## src/rtl/ttt_board_ctrl_if.sv

```systemverilog
// Move-request / board-status bundle between the input decoder, win detector,
// display driver and the tic-tac-toe board controller.
interface ttt_board_ctrl_if;
    logic       new_game;
    logic       move_req;
    logic [3:0] move_sq;
    logic       player_win;

    logic [1:0] square_1_status;
    logic [1:0] square_2_status;
    logic [1:0] square_3_status;
    logic [1:0] square_4_status;
    logic [1:0] square_5_status;
    logic [1:0] square_6_status;
    logic [1:0] square_7_status;
    logic [1:0] square_8_status;
    logic [1:0] square_9_status;

    logic [1:0] cur_player;
    logic       move_ack;
    logic       move_err;
    logic       game_over;
    logic [1:0] winner_id;
    logic [3:0] move_count;

    modport master (
        output new_game, move_req, move_sq, player_win,
        input  square_1_status, square_2_status, square_3_status,
               square_4_status, square_5_status, square_6_status,
               square_7_status, square_8_status, square_9_status,
               cur_player, move_ack, move_err, game_over, winner_id, move_count
    );

    modport slave (
        input  new_game, move_req, move_sq, player_win,
        output square_1_status, square_2_status, square_3_status,
               square_4_status, square_5_status, square_6_status,
               square_7_status, square_8_status, square_9_status,
               cur_player, move_ack, move_err, game_over, winner_id, move_count
    );
endinterface

```

## src/rtl/ttt_board_ctrl.sv

```systemverilog
// Tic-tac-toe move validator, board register file and TURN/WAIT/DONE game FSM.
// Optional: define ALT_START_EN to alternate the opening player on every new_game.
module ttt_board_ctrl #(
    parameter int FIRST_PLAYER = 1,
    parameter int WIN_WAIT     = 1
) (
    input  logic            clk,
    input  logic            clr_n,
    ttt_board_ctrl_if.slave ctrl_if
);
    typedef enum logic [1:0] {ST_TURN = 2'd0, ST_WAIT = 2'd1, ST_DONE = 2'd2} state_t;

    localparam logic [1:0] FIRST_CODE = (FIRST_PLAYER == 2) ? 2'b10 : 2'b01;
    localparam logic [2:0] WAIT_LOAD  = 3'(WIN_WAIT);
    localparam logic [3:0] MAX_MOVES  = 4'd9;

    state_t          state_q, state_d;
    logic [8:0][1:0] board_q, board_d;
    logic [1:0]      player_q, player_d;
    logic [2:0]      wait_cnt_q, wait_cnt_d;
    logic [3:0]      count_q, count_d;
    logic [1:0]      winner_q, winner_d;
    logic            over_q, over_d;
    logic            ack_q, ack_d;
    logic            err_q, err_d;

    logic [8:0]      sq_sel;
    logic [8:0]      sq_empty;
    logic            legal;
    logic [1:0]      start_code;

    // Out-of-range squares (0, 10..15) select nothing, so they are never legal.
    generate
        for (genvar gi = 0; gi < 9; gi++) begin : g_sq
            assign sq_sel[gi]   = (ctrl_if.move_sq == 4'(gi + 1));
            assign sq_empty[gi] = (board_q[gi] == 2'b00);
        end
    endgenerate
    assign legal = |(sq_sel & sq_empty);

`ifdef ALT_START_EN
    logic start_q, start_d;
    assign start_d    = ctrl_if.new_game ? ~start_q : start_q;
    assign start_code = start_d ? ~FIRST_CODE : FIRST_CODE;

    always_ff @(posedge clk or negedge clr_n) begin
        if (!clr_n) start_q <= 1'b0;
        else        start_q <= start_d;
    end
`else
    assign start_code = FIRST_CODE;
`endif

    always_ff @(posedge clk or negedge clr_n) begin
        if (!clr_n) begin
            state_q    <= ST_TURN;
            board_q    <= '0;
            player_q   <= FIRST_CODE;
            wait_cnt_q <= 3'd0;
            count_q    <= 4'd0;
            winner_q   <= 2'b00;
            over_q     <= 1'b0;
            ack_q      <= 1'b0;
            err_q      <= 1'b0;
        end else begin
            state_q    <= state_d;
            board_q    <= board_d;
            player_q   <= player_d;
            wait_cnt_q <= wait_cnt_d;
            count_q    <= count_d;
            winner_q   <= winner_d;
            over_q     <= over_d;
            ack_q      <= ack_d;
            err_q      <= err_d;
        end
    end

    always_comb begin
        state_d    = state_q;
        board_d    = board_q;
        player_d   = player_q;
        wait_cnt_d = wait_cnt_q;
        count_d    = count_q;
        winner_d   = winner_q;
        over_d     = over_q;
        ack_d      = 1'b0;
        err_d      = 1'b0;

        // new_game overrides everything, including a coincident move request.
        if (ctrl_if.new_game) begin
            state_d    = ST_TURN;
            board_d    = '0;
            player_d   = start_code;
            wait_cnt_d = 3'd0;
            count_d    = 4'd0;
            winner_d   = 2'b00;
            over_d     = 1'b0;
        end else begin
            case (state_q)
                ST_TURN: begin
                    if (ctrl_if.move_req) begin
                        if (legal) begin
                            for (int i = 0; i < 9; i++) begin
                                if (sq_sel[i]) board_d[i] = player_q;
                            end
                            count_d    = (count_q == MAX_MOVES) ? count_q : count_q + 4'd1;
                            ack_d      = 1'b1;
                            wait_cnt_d = WAIT_LOAD;
                            state_d    = ST_WAIT;
                        end else begin
                            err_d = 1'b1;
                        end
                    end
                end
                ST_WAIT: begin
                    err_d = ctrl_if.move_req;
                    // Sample the detector only once the counter has drained.
                    if (wait_cnt_q == 3'd0) begin
                        if (ctrl_if.player_win) begin
                            winner_d = player_q;
                            over_d   = 1'b1;
                            player_d = 2'b00;
                            state_d  = ST_DONE;
                        end else if (count_q == MAX_MOVES) begin
                            winner_d = 2'b11;
                            over_d   = 1'b1;
                            player_d = 2'b00;
                            state_d  = ST_DONE;
                        end else begin
                            player_d = ~player_q;
                            state_d  = ST_TURN;
                        end
                    end else begin
                        wait_cnt_d = wait_cnt_q - 3'd1;
                    end
                end
                ST_DONE: begin
                    err_d = ctrl_if.move_req;
                end
                default: begin
                    state_d = ST_TURN;
                end
            endcase
        end
    end

    always_comb begin
        ctrl_if.square_1_status = board_q[0];
        ctrl_if.square_2_status = board_q[1];
        ctrl_if.square_3_status = board_q[2];
        ctrl_if.square_4_status = board_q[3];
        ctrl_if.square_5_status = board_q[4];
        ctrl_if.square_6_status = board_q[5];
        ctrl_if.square_7_status = board_q[6];
        ctrl_if.square_8_status = board_q[7];
        ctrl_if.square_9_status = board_q[8];
        ctrl_if.cur_player      = player_q;
        ctrl_if.move_ack        = ack_q;
        ctrl_if.move_err        = err_q;
        ctrl_if.game_over       = over_q;
        ctrl_if.winner_id       = winner_q;
        ctrl_if.move_count      = count_q;
    end
endmodule

```

## src/flat_wrapper.sv

```systemverilog
// flat-port wrapper written by rule: the top's interface ports become plain ports
module ttt_board_ctrl_flat 
#(
    parameter int FIRST_PLAYER = 1,
    parameter int WIN_WAIT     = 1
)
  (clk, clr_n, ctrl_if_new_game, ctrl_if_move_req, ctrl_if_move_sq, ctrl_if_player_win, ctrl_if_square_1_status, ctrl_if_square_2_status, ctrl_if_square_3_status, ctrl_if_square_4_status, ctrl_if_square_5_status, ctrl_if_square_6_status, ctrl_if_square_7_status, ctrl_if_square_8_status, ctrl_if_square_9_status, ctrl_if_cur_player, ctrl_if_move_ack, ctrl_if_move_err, ctrl_if_game_over, ctrl_if_winner_id, ctrl_if_move_count);
  ttt_board_ctrl_if ctrl_if_i ();
  input  logic clk;
  input  logic clr_n;
  input wire logic [$bits(ctrl_if_i.new_game)-1:0] ctrl_if_new_game;
  input wire logic [$bits(ctrl_if_i.move_req)-1:0] ctrl_if_move_req;
  input wire logic [$bits(ctrl_if_i.move_sq)-1:0] ctrl_if_move_sq;
  input wire logic [$bits(ctrl_if_i.player_win)-1:0] ctrl_if_player_win;
  output wire logic [$bits(ctrl_if_i.square_1_status)-1:0] ctrl_if_square_1_status;
  output wire logic [$bits(ctrl_if_i.square_2_status)-1:0] ctrl_if_square_2_status;
  output wire logic [$bits(ctrl_if_i.square_3_status)-1:0] ctrl_if_square_3_status;
  output wire logic [$bits(ctrl_if_i.square_4_status)-1:0] ctrl_if_square_4_status;
  output wire logic [$bits(ctrl_if_i.square_5_status)-1:0] ctrl_if_square_5_status;
  output wire logic [$bits(ctrl_if_i.square_6_status)-1:0] ctrl_if_square_6_status;
  output wire logic [$bits(ctrl_if_i.square_7_status)-1:0] ctrl_if_square_7_status;
  output wire logic [$bits(ctrl_if_i.square_8_status)-1:0] ctrl_if_square_8_status;
  output wire logic [$bits(ctrl_if_i.square_9_status)-1:0] ctrl_if_square_9_status;
  output wire logic [$bits(ctrl_if_i.cur_player)-1:0] ctrl_if_cur_player;
  output wire logic [$bits(ctrl_if_i.move_ack)-1:0] ctrl_if_move_ack;
  output wire logic [$bits(ctrl_if_i.move_err)-1:0] ctrl_if_move_err;
  output wire logic [$bits(ctrl_if_i.game_over)-1:0] ctrl_if_game_over;
  output wire logic [$bits(ctrl_if_i.winner_id)-1:0] ctrl_if_winner_id;
  output wire logic [$bits(ctrl_if_i.move_count)-1:0] ctrl_if_move_count;
  assign ctrl_if_i.new_game = ctrl_if_new_game;
  assign ctrl_if_i.move_req = ctrl_if_move_req;
  assign ctrl_if_i.move_sq = ctrl_if_move_sq;
  assign ctrl_if_i.player_win = ctrl_if_player_win;
  assign ctrl_if_square_1_status = ctrl_if_i.square_1_status;
  assign ctrl_if_square_2_status = ctrl_if_i.square_2_status;
  assign ctrl_if_square_3_status = ctrl_if_i.square_3_status;
  assign ctrl_if_square_4_status = ctrl_if_i.square_4_status;
  assign ctrl_if_square_5_status = ctrl_if_i.square_5_status;
  assign ctrl_if_square_6_status = ctrl_if_i.square_6_status;
  assign ctrl_if_square_7_status = ctrl_if_i.square_7_status;
  assign ctrl_if_square_8_status = ctrl_if_i.square_8_status;
  assign ctrl_if_square_9_status = ctrl_if_i.square_9_status;
  assign ctrl_if_cur_player = ctrl_if_i.cur_player;
  assign ctrl_if_move_ack = ctrl_if_i.move_ack;
  assign ctrl_if_move_err = ctrl_if_i.move_err;
  assign ctrl_if_game_over = ctrl_if_i.game_over;
  assign ctrl_if_winner_id = ctrl_if_i.winner_id;
  assign ctrl_if_move_count = ctrl_if_i.move_count;
  ttt_board_ctrl #(.FIRST_PLAYER(FIRST_PLAYER), .WIN_WAIT(WIN_WAIT)) u_core (.clk(clk), .clr_n(clr_n), .ctrl_if(ctrl_if_i));
endmodule
```

## config.mk

```make
export PLATFORM = sky130hd
export DESIGN_NAME = ttt_board_ctrl_flat
export DESIGN_NICKNAME = d
export VERILOG_FILES = /design/src/rtl/ttt_board_ctrl_if.sv /design/src/rtl/ttt_board_ctrl.sv /design/src/flat_wrapper.sv
export SDC_FILE = /design/constraint.sdc
export NUM_CORES = 1
export LEC_CHECK = 0
export CAP_MARGIN = 40
export CORE_ASPECT_RATIO = 0.5
export CORE_MARGIN = 2
export CORE_UTILIZATION = 45
export CTS_CLUSTER_DIAMETER = 50
export DETAILED_ROUTE_END_ITERATION = 8
export GPL_TIMING_DRIVEN = 0
export PLACE_DENSITY_LB_ADDON = 0.2
export SETUP_SLACK_MARGIN = 0.4
export SLEW_MARGIN = 20
export SYNTH_ARGS = -nofsm -noshare
export SYNTH_HDL_FRONTEND = slang
export SYNTH_SLANG_ARGS = --single-unit
export TNS_END_PERCENT = 50
```

## constraint.sdc

```tcl
create_clock -name clk -period 6.1 [get_ports clk]
set_clock_uncertainty 0.1 [all_clocks]
set_input_delay 0.61 -clock clk [delete_from_list [all_inputs] [get_ports clk]]
set_output_delay 0.61 -clock clk [all_outputs]
set_load 0.05 [all_outputs]
```

==> metrics.yaml, run 1 <==
tritoncts: "yes"
rr_worst_depth: 8
die-area_um2: 4770
grt_pass1_wl_mm: 7.68
cp_num_buf_inv: 2
diodes: 0
place.gp.congestion: 0.894
startpoint_type: "input pin"
dpl.hpwl_mm: 3.29
rrSetupSlack_ns: 3.64
drc: 0
portBuffers: 36
cpMaxStageDelayCell: "clkdlybuf4s50_1"
ys.flop_type: "dfrtp_1"
critPathMaxStageDelay_ns: 0.49
ios: 38
crit_arrival_ns: 2.89
core_area_um2: 3960
holdCritPathClass: "input pin to asynchronous set/reset pin"
finalHoldViolCount: 0
tns_ns: 0
status: "finished, final reports clean"
root_buffer: "clkbuf_8"
dieWidth_um: 95.7
clock_path_buffers: 2
cap_violations: 0
syn_avg_cell_area_um2: 9.81
layout_common_cells: "clkdlybuf4s50_1, dfrtp_1, nor2_1"
finalCriticalPeriod_ns: 2.81
syn-instance-count: 193
drtIter0Drc: 132
postCtsHoldBufs: 0
antenna_found_initial: 0
irDropWorstVdd_mv: 0.156
rr_endpoint: "u_core.wait_cnt_q[1]$_DFFE_PN0P_"
dieHeight_um: 49.9
track_usage: 0.214
drive_above_1_share: 0.0714
post_cts_resized: 0
hold_ws_ns: 0.0754
start_util: 0.478
crit_end: "u_core.ctrl_if.move_count[0]$_DFFE_PN0P_"
synth_enable_flop_cells: 0
synth_area_um2: 1890
viasPerCell: 5.73
power_density_nw_per_um2: 316
cts.clk_slew.worst_paths_ns: 0.07
clk_latency_ns: 0.29
layout.nets: 255
critical_path_class: "input pin to register"
postRouteAntennaNets: 0
finalWorstSetupSlack_ns: 3.29
firstDrtPassIters: 4
grt_overflow: 0
cp_data_required_time_ns: 6.18
fin_crit_sh: 0.461
ys_seq_area_frac: 0.450
crit_path_end_kind: "register"
path_cells: "clkdlybuf4s50_1 -> buf_2 -> nor4bb_1 -> a22oi_1 -> a41oi_4 -> and3_1 -> mux2_1"
syn_nets: 211
finalPower_uw: 784
areaGrowthSynthToFinish_pct: 30.9
ys_warn_count: 0
dr_total_vias: 1672
totalWireLength_mm: 4.58
cp.depth: 7
worstReg2RegStart: "u_core.state_q[1]$_DFFE_PN0P_"
p_leak_uw: 0.00107
wl_per_cell_um: 15.7
cp_top_family: "simple AND/OR/NAND/NOR gates"
synthArstFlopShare: 1.00
rsz0062_at_grt: "no"
worst_pin_slew_ns: 0.511
clock-sinks: 34
slew_headroom: 0.658
pre_cts_ws_ns: 2.99
grt_pass1_vias: 1632
setup_viol: 0
report.final.slew_viol_count: 0
synth_cell_types: 44
rows: 16
postCtsSetupBuffers: 0
worstPathMaxFanout: 10
timing.fmax_ghz: 0.356
layout_commonest_cell: "clkdlybuf4s50_1"
grt_max_degree: 26
crit_start: "ctrl_if_move_sq[0]"
synth-seq-cells: 34
cts_max_level: 2
numCtsBuffers: 5
-- metrics by stage --
step | area [um^2] | cells | util
floorplan | 1890 | 193 | -
global placement | 2320 | 283 | 0.586
detailed placement | 2340 | 284 | 0.589
CTS | 2480 | 292 | 0.625
global route | 2480 | 292 | 0.625
finish | 2480 | 292 | 0.625
-- how the worst min path moves through the flow --
stage / startpoint / end / slack (ns) / cells past startpoint
after floorplan: clr_n / u_core.ctrl_if.cur_player[1]$_DFFE_PN0P_ / 0.21 / 0
after global placement: u_core.ctrl_if.game_over$_DFFE_PN0P_ / u_core.ctrl_if.game_over$_DFFE_PN0P_ / 0.38 / 2
after detailed placement: clr_n / u_core.ctrl_if.move_count[0]$_DFFE_PN0P_ / 0.40 / 1
after CTS: clr_n / u_core.ctrl_if.move_count[0]$_DFFE_PN0P_ / 0.08 / 1
after global routing: clr_n / u_core.ctrl_if.move_count[0]$_DFFE_PN0P_ / 0.1 / 1
final: clr_n / u_core.ctrl_if.move_count[0]$_DFFE_PN0P_ / 0.08 / 1
-- state kept, by name (all words and copies together) (netlist names) --
register,flops
u_core.ctrl_if.square_7_status,2
u_core.ctrl_if.game_over,1
u_core.ctrl_if.square_4_status,2
u_core.ctrl_if.square_6_status,2
u_core.ctrl_if.square_8_status,2
u_core.ctrl_if.square_1_status,2
u_core.ctrl_if.move_count,4
u_core.wait_cnt_q,3
u_core.state_q,2
u_core.ctrl_if.winner_id,2
u_core.ctrl_if.square_9_status,2
u_core.ctrl_if.move_ack,1
u_core.ctrl_if.square_5_status,2
u_core.ctrl_if.move_err,1
u_core.ctrl_if.cur_player,2
u_core.ctrl_if.square_2_status,2
u_core.ctrl_if.square_3_status,2
-- where the power goes --
group | internal, uW | switching [uW] | total, uW
registers | 246 | 13.1 | 259
clock network | 174 | 89.3 | 264
logic | 86.6 | 175 | 261
total | 507 | 277 | 784
-- cells in the mapped netlist (2+ instances only) --
master | n | area [um^2]
a211oi_1 | 2 | 15.0
a21oi_1 | 4 | 20.0
a31oi_1 | 5 | 31.3
a41oi_1 | 15 | 131
and2_1 | 2 | 12.5
and3_1 | 8 | 50.1
buf_4 | 2 | 15.0
clkbuf_1 | 11 | 41.3
dfrtp_1 | 33 | 826
ha_1 | 9 | 113
inv_1 | 11 | 41.3
mux2_1 | 2 | 22.5
mux2i_1 | 3 | 30.0
nand2_1 | 3 | 11.3
nand2b_1 | 2 | 12.5
nand3_1 | 4 | 20.0
nand3b_1 | 2 | 15.0
nor2_1 | 31 | 116
nor2b_1 | 7 | 43.8
nor3_1 | 6 | 30.0
nor3b_1 | 3 | 22.5
nor4b_1 | 2 | 17.5
nor4bb_1 | 2 | 20.0
o31a_1 | 2 | 17.5
o31ai_1 | 3 | 22.5
-- kinds of logic after synthesis --
kind of cell             Yosys count  synth area share
AND/OR/NAND/NOR                   76             0.211
AO/OA/AOI/OAI                     43             0.192
flip-flops                        34             0.450
buffers and inverters             26            0.0601
adder cells (fa/ha/maj)            9            0.0595
multiplexers                       5            0.0278
-- layer usage --
layer	global-route usage	vias up	share of wire	wire [um]
met5	0	-	0	0
li1	-	799	-	-
met1	0.292	806	0.47	2160
met4	0.0786	0	0.018	81
met3	0.0505	9	0.058	266
met2	0.331	58	0.45	2070
-- cell type report --
| type | count | area (um^2) |
|---|---|---|
| fillers | 328 | 1490 |
| well taps | 54 | 67.6 |
| clock buffers | 6 | 82.6 |
| flip-flops and latches | 34 | 852 |
| inverters | 11 | 41.3 |
| repair buffers | 37 | 375 |
| clock inverters | 2 | 60.1 |
| multi-input cells | 133 | 927 |
| plain buffers | 15 | 72.6 |
(Power assumes the default switching activity.)
==> run 2: changes to the inputs <==
==> constraint.sdc (replaced) <==
create_clock -name clk -period 2.7 [get_ports clk]
set_clock_uncertainty 0.1 [all_clocks]
set_input_delay 0.27 -clock clk [delete_from_list [all_inputs] [get_ports clk]]
set_output_delay 0.27 -clock clk [all_outputs]
set_load 0.05 [all_outputs]
==> run 2 against run 1 <==
Die area unchanged; sequential share of layout area decreased by 1.1 points; hold slack improved by 0.21 ns; wire length increased by 1.9%; combinational power increased by 140%.
==> metrics.yaml, run 2 (synthesized netlist as in run 1, its figures left out) <==
antenna_found_initial: 0  # unchanged
worstPathMaxFanout: 10  # unchanged
clock-sinks: 34  # unchanged
cap_violations: 0  # unchanged
grt_pass1_vias: 1650  # +1.1%
cp_num_buf_inv: 2  # unchanged
start_util: 0.478  # unchanged
cts_max_level: 2  # unchanged
p_leak_uw: 0.00113  # +5.2%
critPathMaxStageDelay_ns: 0.48  # about the same
firstDrtPassIters: 4  # unchanged
grt_overflow: 0  # unchanged
track_usage: 0.210  # -0.00349
cpMaxStageDelayCell: "clkdlybuf4s50_1"
worstReg2RegStart: "u_core.ctrl_if.square_2_status[1]$_DFFE_PN0P_"
power_density_nw_per_um2: 621  # +96%
worst_pin_slew_ns: 0.537  # +0.0261 ns
totalWireLength_mm: 4.67  # +1.9%
num-fill-cells: 325  # -0.91%
clk_latency_ns: 0.29  # about the same
status: "finished, final reports clean"
rr_endpoint: "u_core.ctrl_if.move_count[0]$_DFFE_PN0P_"
clock_path_buffers: 2  # unchanged
irDropWorstVdd_mv: 0.313  # +100%
layout.nets: 261  # +2.4%
drtIter0Drc: 103  # -22%
core_area_um2: 3960  # unchanged
place_area_um2: 2340  # about the same
hold_ws_ns: 0.283  # +0.208 ns
startpoint_type: "input pin"
pre_cts_ws_ns: -0.149  # -3.14 ns
tritoncts: "yes"
fin_crit_sh: 0.826
layout_common_cells: "clkdlybuf4s50_1, dfrtp_1, nor2_1"
grt_pass1_wl_mm: 7.69  # +0.18%
rsz0062_at_grt: "yes"
dpl.hpwl_mm: 3.25  # -0.95%
cp_top_family: "buffers and inverters"
largest_register_ff_count: 4  # unchanged
grt_max_degree: 26  # unchanged
crit_arrival_ns: 2.30  # -0.59 ns
cp_data_required_time_ns: 2.77  # -3.41 ns
root_buffer: "clkbuf_8"
rrSetupSlack_ns: 0.53  # -3.11 ns
die-area_um2: 4770  # unchanged
rows: 16  # unchanged
cts.clk_slew.worst_paths_ns: 0.07  # about the same
ios: 38  # unchanged
critical_path_class: "input pin to register"
dieHeight_um: 49.9  # unchanged
portBuffers: 36  # unchanged
cp.depth: 7  # unchanged
path_cells: "clkdlybuf4s50_1 -> clkbuf_4 -> nor4bb_4 -> o31ai_2 -> a41oi_4 -> and3_4 -> mux2_1"
regArea_um2: 853  # +0.15%
drive_above_1_share: 0.139  # +0.0679
areaGrowthSynthToFinish_pct: 35.6
holdCritPathClass: "input pin to asynchronous set/reset pin"
setup_viol: 0  # unchanged
finalCriticalPeriod_ns: 2.23
place.gp.congestion: 0.893  # about the same
finalHoldViolCount: 0  # unchanged
viasPerCell: 5.79  # +1.2%
dr_total_vias: 1726  # +3.2%
slew_headroom: 0.642  # -0.0163
dp_cells: 284  # unchanged
tns_ns: 0  # unchanged
report.final.slew_viol_count: 0  # unchanged
drc: 0  # unchanged
fin_area_um2: 2570  # +3.5%
timing.fmax_ghz: 0.449
wl_per_cell_um: 15.7  # -0.15%
layout.cells.non_filler: 298  # +2.1%
finalWorstSetupSlack_ns: 0.470  # -2.82 ns
crit_path_end_kind: "register"
rr_worst_depth: 5  # -3
numCtsBuffers: 5  # unchanged
postRouteAntennaNets: 0  # unchanged
diodes: 0  # unchanged
multi_input_area_um2: 1010  # +8.6%
dieWidth_um: 95.7  # unchanged
## run 2: changes by cell type in the layout (fill, tap and decap cells not counted), moves of 2 or more
cell / before / now
buf_4: 2 / 7
bufinv_16: 2 / 0
clkbuf_1: 11 / 9
clkbuf_2: 0 / 3
clkdlybuf4s50_1: 35 / 32
dlymetal6s2s_1: 0 / 2
nor4b_1: 2 / 0
nor4bb_1: 2 / 0
nor4bb_4: 0 / 2
## run 2: worst max path at each step
stage	from	endpoint	slack, ns
global placement	ctrl_if_move_sq[1]	u_core.ctrl_if.move_count[0]$_DFFE_PN0P_	-0.09
detailed placement	ctrl_if_move_sq[1]	u_core.ctrl_if.move_count[0]$_DFFE_PN0P_	-0.15
floorplan	u_core.ctrl_if.square_6_status[1]$_DFFE_PN0P_	u_core.ctrl_if.move_count[0]$_DFFE_PN0P_	0.40
global route	ctrl_if_move_sq[0]	u_core.ctrl_if.square_4_status[0]$_DFFE_PN0P_	0.38
CTS	ctrl_if_move_sq[1]	u_core.ctrl_if.move_count[0]$_DFFE_PN0P_	0.39
finish	ctrl_if_move_sq[0]	u_core.ctrl_if.move_count[0]$_DFFE_PN0P_	0.47
## run 2: area by class of cell
| cell class | count | area share |
|---|---|---|
| multi-input cells | 133 | 0.392 |
| clock inverters | 1 | 0.00195 |
| plain buffers | 15 | 0.0307 |
| well taps | 54 | 0.0263 |
| repair buffers | 43 | 0.166 |
| inverters | 11 | 0.0161 |
| clock buffers | 7 | 0.0336 |
| flip-flops and latches | 34 | 0.333 |
## run 2: layer usage
metal / vias up / global-route usage / routed length (um)
li1: 810 / - / -
met1: 855 / 0.293 / 2260
met2: 52 / 0.312 / 2050
met3: 9 / 0.0566 / 279
met4: 0 / 0.0810 / 68
met5: - / 0 / 0
## run 2: power by group
group	switching [uW]	total, uW	internal [uW]
sequential	30.1	586	556
combinational	402	616	214
clock	187	392	206
## run 2: timing repair
action,CTS,global route
pin swaps,1,2
resized for setup,4,17
setup buffers,3,2
setup endpoints to repair,27,27
hold buffers,1,0
hold endpoints to repair,9,0
## run 2: through the flow
stage	util	total power, uW
global placement	0.586	1160
floorplan	-	999
CTS	0.624	1570
global route	0.647	1680
finish	0.647	1590
detailed placement	0.590	1170
